`src/rtl/alu_req_arbiter.sv`:
```
// ---------------------------------------------------------------------------
// alu_req_arbiter
//
// Shares one single-cycle combinational ALU between two requesters:
//   req0 : execute/register datapath
//   req1 : address/PC-update path
// Round-robin arbitration in IDLE. The accepted operands and op are held in
// registers that drive the ALU. The ALU result and flag are captured in EXEC
// and returned in RESP on a per-requester valid/ready response handshake.
//
// Ports
//   clk, reset_n                       clock, async active-low reset
//   reqX_valid/ready/a/b/op            operation request handshake (X = 0,1)
//                                      op: 00 add, 01 sub, 10 pass B, 11 cmp
//   rspX_valid/ready/result/zero       response handshake (X = 0,1)
//   alu_srca/alu_srcb/alu_ctrl         to the ALU (held outside EXEC)
//   alu_result/alu_flag                from the ALU
//   busy                               high whenever the FSM is not IDLE
//   cmp_zero_q                         ALU flag from the last completed cmp
//   perf_cnt0/perf_cnt1                completed ops per requester
//
// Build option
//   ALU_REQ_ARBITER_PERF_EN  when defined, perf_cnt0/1 are 16-bit saturating
//                            completion counters. Otherwise they are tied to 0.
// ---------------------------------------------------------------------------
module alu_req_arbiter #(
  parameter int WIDTH = 32
) (
  input  logic             clk,
  input  logic             reset_n,
  input  logic             req0_valid,
  output logic             req0_ready,
  input  logic [WIDTH-1:0] req0_a,
  input  logic [WIDTH-1:0] req0_b,
  input  logic [1:0]       req0_op,
  input  logic             req1_valid,
  output logic             req1_ready,
  input  logic [WIDTH-1:0] req1_a,
  input  logic [WIDTH-1:0] req1_b,
  input  logic [1:0]       req1_op,
  output logic             rsp0_valid,
  input  logic             rsp0_ready,
  output logic [WIDTH-1:0] rsp0_result,
  output logic             rsp0_zero,
  output logic             rsp1_valid,
  input  logic             rsp1_ready,
  output logic [WIDTH-1:0] rsp1_result,
  output logic             rsp1_zero,
  output logic [WIDTH-1:0] alu_srca,
  output logic [WIDTH-1:0] alu_srcb,
  output logic [1:0]       alu_ctrl,
  input  logic [WIDTH-1:0] alu_result,
  input  logic             alu_flag,
  output logic             busy,
  output logic             cmp_zero_q,
  output logic [15:0]      perf_cnt0,
  output logic [15:0]      perf_cnt1
);

  typedef enum logic [1:0] {IDLE, EXEC, RESP} state_e;

  localparam logic [1:0] OP_CMP = 2'b11;

  state_e           state_q;
  logic             prio_q;    // 0: req0 favoured on contention, 1: req1
  logic             owner_q;   // requester whose op is in flight
  logic [WIDTH-1:0] a_q;
  logic [WIDTH-1:0] b_q;
  logic [1:0]       op_q;
  logic [WIDTH-1:0] rsp0_result_q;
  logic [WIDTH-1:0] rsp1_result_q;
  logic             rsp0_zero_q;
  logic             rsp1_zero_q;

  logic grant1;
  logic accept;
  logic rsp_fire;

  // Grant req1 when it is the only valid requester, or when both are valid
  // and the pointer favours it. The reset_n term keeps ready low while reset
  // is held even if a requester already has valid asserted.
  always_comb begin
    grant1     = req1_valid && (!req0_valid || prio_q);
    req0_ready = reset_n && (state_q == IDLE) && req0_valid && !grant1;
    req1_ready = reset_n && (state_q == IDLE) && grant1;
    accept     = req0_ready || req1_ready;
    rsp_fire   = (state_q == RESP) && (owner_q ? rsp1_ready : rsp0_ready);
  end

  // NOTE: every register below updates with non-blocking assignments so all
  // of them sample pre-edge values, whatever order the statements are in.
  always_ff @(posedge clk or negedge reset_n) begin
    if (!reset_n) begin
      state_q       <= IDLE;
      prio_q        <= 1'b0;
      owner_q       <= 1'b0;
      a_q           <= '0;
      b_q           <= '0;
      op_q          <= '0;
      rsp0_result_q <= '0;
      rsp1_result_q <= '0;
      rsp0_zero_q   <= 1'b0;
      rsp1_zero_q   <= 1'b0;
      cmp_zero_q    <= 1'b0;
    end else begin
      case (state_q)
        IDLE: begin
          if (accept) begin
            a_q     <= grant1 ? req1_a  : req0_a;
            b_q     <= grant1 ? req1_b  : req0_b;
            op_q    <= grant1 ? req1_op : req0_op;
            owner_q <= grant1;
            state_q <= EXEC;
          end
        end
        EXEC: begin
          if (owner_q) begin
            rsp1_result_q <= alu_result;
            rsp1_zero_q   <= alu_flag;
          end else begin
            rsp0_result_q <= alu_result;
            rsp0_zero_q   <= alu_flag;
          end
          if (op_q == OP_CMP) cmp_zero_q <= alu_flag;
          state_q <= RESP;
        end
        RESP: begin
          // Hand priority to the other requester so contention alternates.
          if (rsp_fire) begin
            prio_q  <= ~owner_q;
            state_q <= IDLE;
          end
        end
        default: state_q <= IDLE;
      endcase
    end
  end

  // Pure decodes of registered state; the ALU inputs hold their last values.
  assign alu_srca    = a_q;
  assign alu_srcb    = b_q;
  assign alu_ctrl    = op_q;
  assign busy        = (state_q != IDLE);
  assign rsp0_valid  = (state_q == RESP) && !owner_q;
  assign rsp1_valid  = (state_q == RESP) && owner_q;
  assign rsp0_result = rsp0_result_q;
  assign rsp1_result = rsp1_result_q;
  assign rsp0_zero   = rsp0_zero_q;
  assign rsp1_zero   = rsp1_zero_q;

`ifdef ALU_REQ_ARBITER_PERF_EN
  logic [15:0] perf_cnt0_q;
  logic [15:0] perf_cnt1_q;

  always_ff @(posedge clk or negedge reset_n) begin
    if (!reset_n) begin
      perf_cnt0_q <= '0;
      perf_cnt1_q <= '0;
    end else if (rsp_fire) begin
      if (!owner_q && (perf_cnt0_q != 16'hFFFF)) perf_cnt0_q <= perf_cnt0_q + 16'd1;
      if (owner_q && (perf_cnt1_q != 16'hFFFF))  perf_cnt1_q <= perf_cnt1_q + 16'd1;
    end
  end

  assign perf_cnt0 = perf_cnt0_q;
  assign perf_cnt1 = perf_cnt1_q;
`else
  assign perf_cnt0 = 16'd0;
  assign perf_cnt1 = 16'd0;
`endif

endmodule

```
`config.mk`:
```
export PLATFORM = sky130hd
export DESIGN_NAME = alu_req_arbiter
export DESIGN_NICKNAME = d
export VERILOG_FILES = /design/src/rtl/alu_req_arbiter.sv
export SDC_FILE = /design/constraint.sdc
export NUM_CORES = 1
export LEC_CHECK = 0
export ABC_AREA = 1
export BUFFER_PORTS_ARGS = -buffer_cell sky130_fd_sc_hd__buf_2
export CORE_AREA = 2 2 133 135
export CTS_CLUSTER_DIAMETER = 100
export DETAILED_ROUTE_END_ITERATION = 7
export DIE_AREA = 0 0 135 137
export PLACE_DENSITY_LB_ADDON = 0.08
export SLEW_MARGIN = 0
export SYNTH_ARGS = -nofsm -noshare
export SYNTH_HDL_FRONTEND = slang
export SYNTH_SLANG_ARGS = --single-unit
```
`constraint.sdc`:
```
create_clock -name clk -period 1.3 [get_ports clk]
set_clock_uncertainty 0.1 [all_clocks]
set_input_delay 0.13 -clock clk [delete_from_list [all_inputs] [get_ports clk]]
set_output_delay 0.13 -clock clk [all_outputs]
set_load 0.005 [all_outputs]
```
==> results.md <==
* WS Path Type: flip-flop to primary output
* Mean post-synth cell area at 7.84 um^2
* Compound-Gate Fraction of Synth Area at 0.0556
* Class of the worst hold path: input pin to asynchronous set/reset pin
* CTS Sinks at 137
* Hold_ws at 0.0761 ns
* Critical path depth at 5
* Placer Congestion at approximately 0.78
* Num CTS Buffers at 17
* Seq. cell area at 3430 um^2
* Pwr/cell area at 1940 nW/um^2
* Max H-tree Level at 4
* Clock root cell: clkbuf_16
* DRC errors left at 0
* Int Pwr at 15.0 mW
* Setup ws final at -0.348 ns
* Port Buffers at 308
* Synth Area in Adders at 0
* Violated checks: negative setup slack
* Mux share of post-synthesis cell area at 0
* Net Switching at about 8.5 mW
* Maxcap violations at 0
* Die Wd at approximately 140 um
* Total global routing overflow at 0
* Clk slew on worst S/H paths at 0.06 ns
* Max Slew Vio Count at 0
* Comb power frac at 0.446
* Seq/Total Area, Yosys at 0.530
* Mapped cell area at 6460 um^2
* Overall global routing resource usage at 0.265
* Worst r2r src: state_q[0]$_DFFE_PN0P_
* Layout cells sized above 1 at 0.398
* Row cnt at 48
* CP top delay family: flip-flops
* Router iterations before antenna repair at 5
* Max incr delay on CP at 0.40 ns
* Worst-skew pair later-pin latency at 0.41 ns
* First-pass GRT wire length at about 38,000 um
* Worst path arrival time at 1.42 ns
* Commonest non-fill, non-tap cell in the layout: buf_2
* Boundary pin count at around 340
* Multi-input gate area at 2970 um^2
* Detail Route Antenna Nets at 0
* Fillers at between 1,000 and 1,500
* Worst Tran Pin Value at 0.589 ns
* Critical-path cell list: inv_2, nand4_1, buf_6, nor2_4, buf_2
* Post-Synth Simple-Gate Area at 0.308
* Maximum fanout along the worst path at 4
* Slowest cell on crit path: dfrtp_1
* Max VDD drop at 1.08 mV
* Initial DRC Count at roughly 420
* Yosys reg bits at 137
* Post-Syn Instances at 824
* Unrepaired setup endpoints after global routing: true
* Crit. End Element: primary output
* Flop pwr share at 0.330
* Post-DP HPWL at 14,100 um
* CTS tree: built
* Vias per cell at 4.95
* Post-synthesis cell type count at 14
* Status: finished, violations left
* Die area at 18,500 um^2
* Switching share of power at 0.361
* P&R area growth vs syn at 87.5%
* Clock Power Share at 0.224
* FMAX at a little over 0.6 GHz
* Tmin final at about 1.6 ns
* Vias in the first global route at between 7,000 and 8,000
* Rel. slew slack at 0.607
* CP Data Required Time at 1.07 ns
* Drt total wl at ~28,000 um
* Reg2Reg Depth at 8
* DR WL/cell at 17.9 um
* Vias at 7,803
* Final period utilization at 1.27
* Initial antenna violation count at 0
* Worst R2R End: alu_srca[10]$_DFFE_PN0P_
* ANT cells at 0
* Final setup fails at 140
* Maximum clock path buffer count at 2
* Synth Warn # at 0
* Area of the core at 17,100 um^2
* NumNets Final at 1,511
* Final hold vios at 0
* Most frequent cells in the layout: 306 x buf_2, 273 x nand2_1, 168 x dlygate4sd3_1
* Worst Setup Start Kind: flip-flop
* Largest family of logic cells by synthesized area: simple AND/OR/NAND/NOR gates
* Final setup TNS at -33.08 ns
* Largest net degree at the start of global routing at ~110
* WP buf/inv at 3
* Post-synthesis xor/xnor area fraction at 0
* LEAKAGE at 6.68 nW
* Die Ht at 137 um
* R2R setup slack at -0.32 ns
* Starting Density at 0.379
layout make-up:
cell class,instances,area share
clock buffers,20,0.0385
multi-input cells,587,0.245
clock inverters,11,0.0139
flip-flops and latches,137,0.283
well taps,225,0.0232
repair buffers,554,0.383
inverters,43,0.0133
cell families (layout without fill, tap and decap cells):
kind of cell / after synthesis / count (layout)
AOI/OAI and AO/OA: 71 / 71
buffers and inverters: 131 / 628
DFF: 137 / 137
other: 1 / 32
and+or+nand+nor: 484 / 484
routing by layer:
layer	track usage	part of all wire	up-vias
met5	0	0	-
met4	0.146	0.042	0
met3	0.0644	0.067	101
met2	0.467	0.52	417
met1	0.295	0.37	3689
li1	-	-	3596
registers in the layout, indices dropped and copies added (netlist names):
register and count:
owner_q 1, rsp1_zero 1, state_q 2, prio_q 1, rsp0_result 32, alu_srcb 32
cmp_zero_q 1, alu_srca 32, rsp1_result 32, alu_ctrl 2, rsp0_zero 1
power by group through the flow:
| stage | clock (mW) | combinational (mW) | sequential (mW) |
|---|---|---|---|
| 6_report | 5.25 | 10.5 | 7.75 |
| 3_5_place_dp | 0 | 7.12 | 7.57 |
| 3_3_place_gp | 0 | 7.02 | 7.56 |
| 2_1_floorplan | 0 | 3.27 | 7.68 |
| 4_1_cts | 5.31 | 9.06 | 7.60 |
| 5_1_grt | 5.49 | 11.4 | 7.95 |
Yosys cell counts:
master    count  area [um^2]
nand4_1       1         6.26
nand2_2       2         12.5
nand2_1     341         1280
a21oi_2       1         8.76
clkbuf_1     16         60.1
conb_1        1         3.75
buf_4        40          300
inv_1        43          161
nand3_1     134          671
dfrtp_1     137         3430
buf_1         1         3.75
buf_2        31          155
nor2_1        6         22.5
o21ai_0      70          350
how the worst max path moves through the flow:
stage / startpoint / to / slack [ns]
CTS: state_q[1]$_DFFE_PN0P_ / req0_ready / -0.34
finish: state_q[0]$_DFFE_PN0P_ / req0_ready / -0.35
floorplan: state_q[0]$_DFFE_PN0P_ / req0_ready / 0.002
global placement: prio_q$_DFFE_PN0P_ / alu_srcb[10]$_DFFE_PN0P_ / -0.11
global route: state_q[0]$_DFFE_PN0P_ / req0_ready / -0.41
detailed placement: prio_q$_DFFE_PN0P_ / alu_srcb[11]$_DFFE_PN0P_ / -0.16
per-stage QoR:
step	power (mW)	instance area, um^2	cells	util	worst slack (ns)
after CTS	22.0	11400	1555	0.669	-0.345
after global placement	14.6	8220	1326	0.482	-0.106
final	23.5	12100	1577	0.711	-0.348
after floorplan	11.0	6590	855	-	0.00221
after global routing	24.8	12100	1577	0.711	-0.412
after detailed placement	14.7	8220	1326	0.482	-0.160
what timing repair did:
| action | 4_1_cts | 5_1_grt |
|---|---|---|
| hold buffers | 168 | 0 |
| resized for setup | 109 | 119 |
| setup endpoints to repair | 138 | 140 |
| endpoints found under the hold margin | 272 | 0 |
| pin swaps | 16 | 24 |
| gates cloned | 13 | 20 |
| setup buffers | 18 | 4 |
No activity file was read; power rests on OpenSTA's default activity.
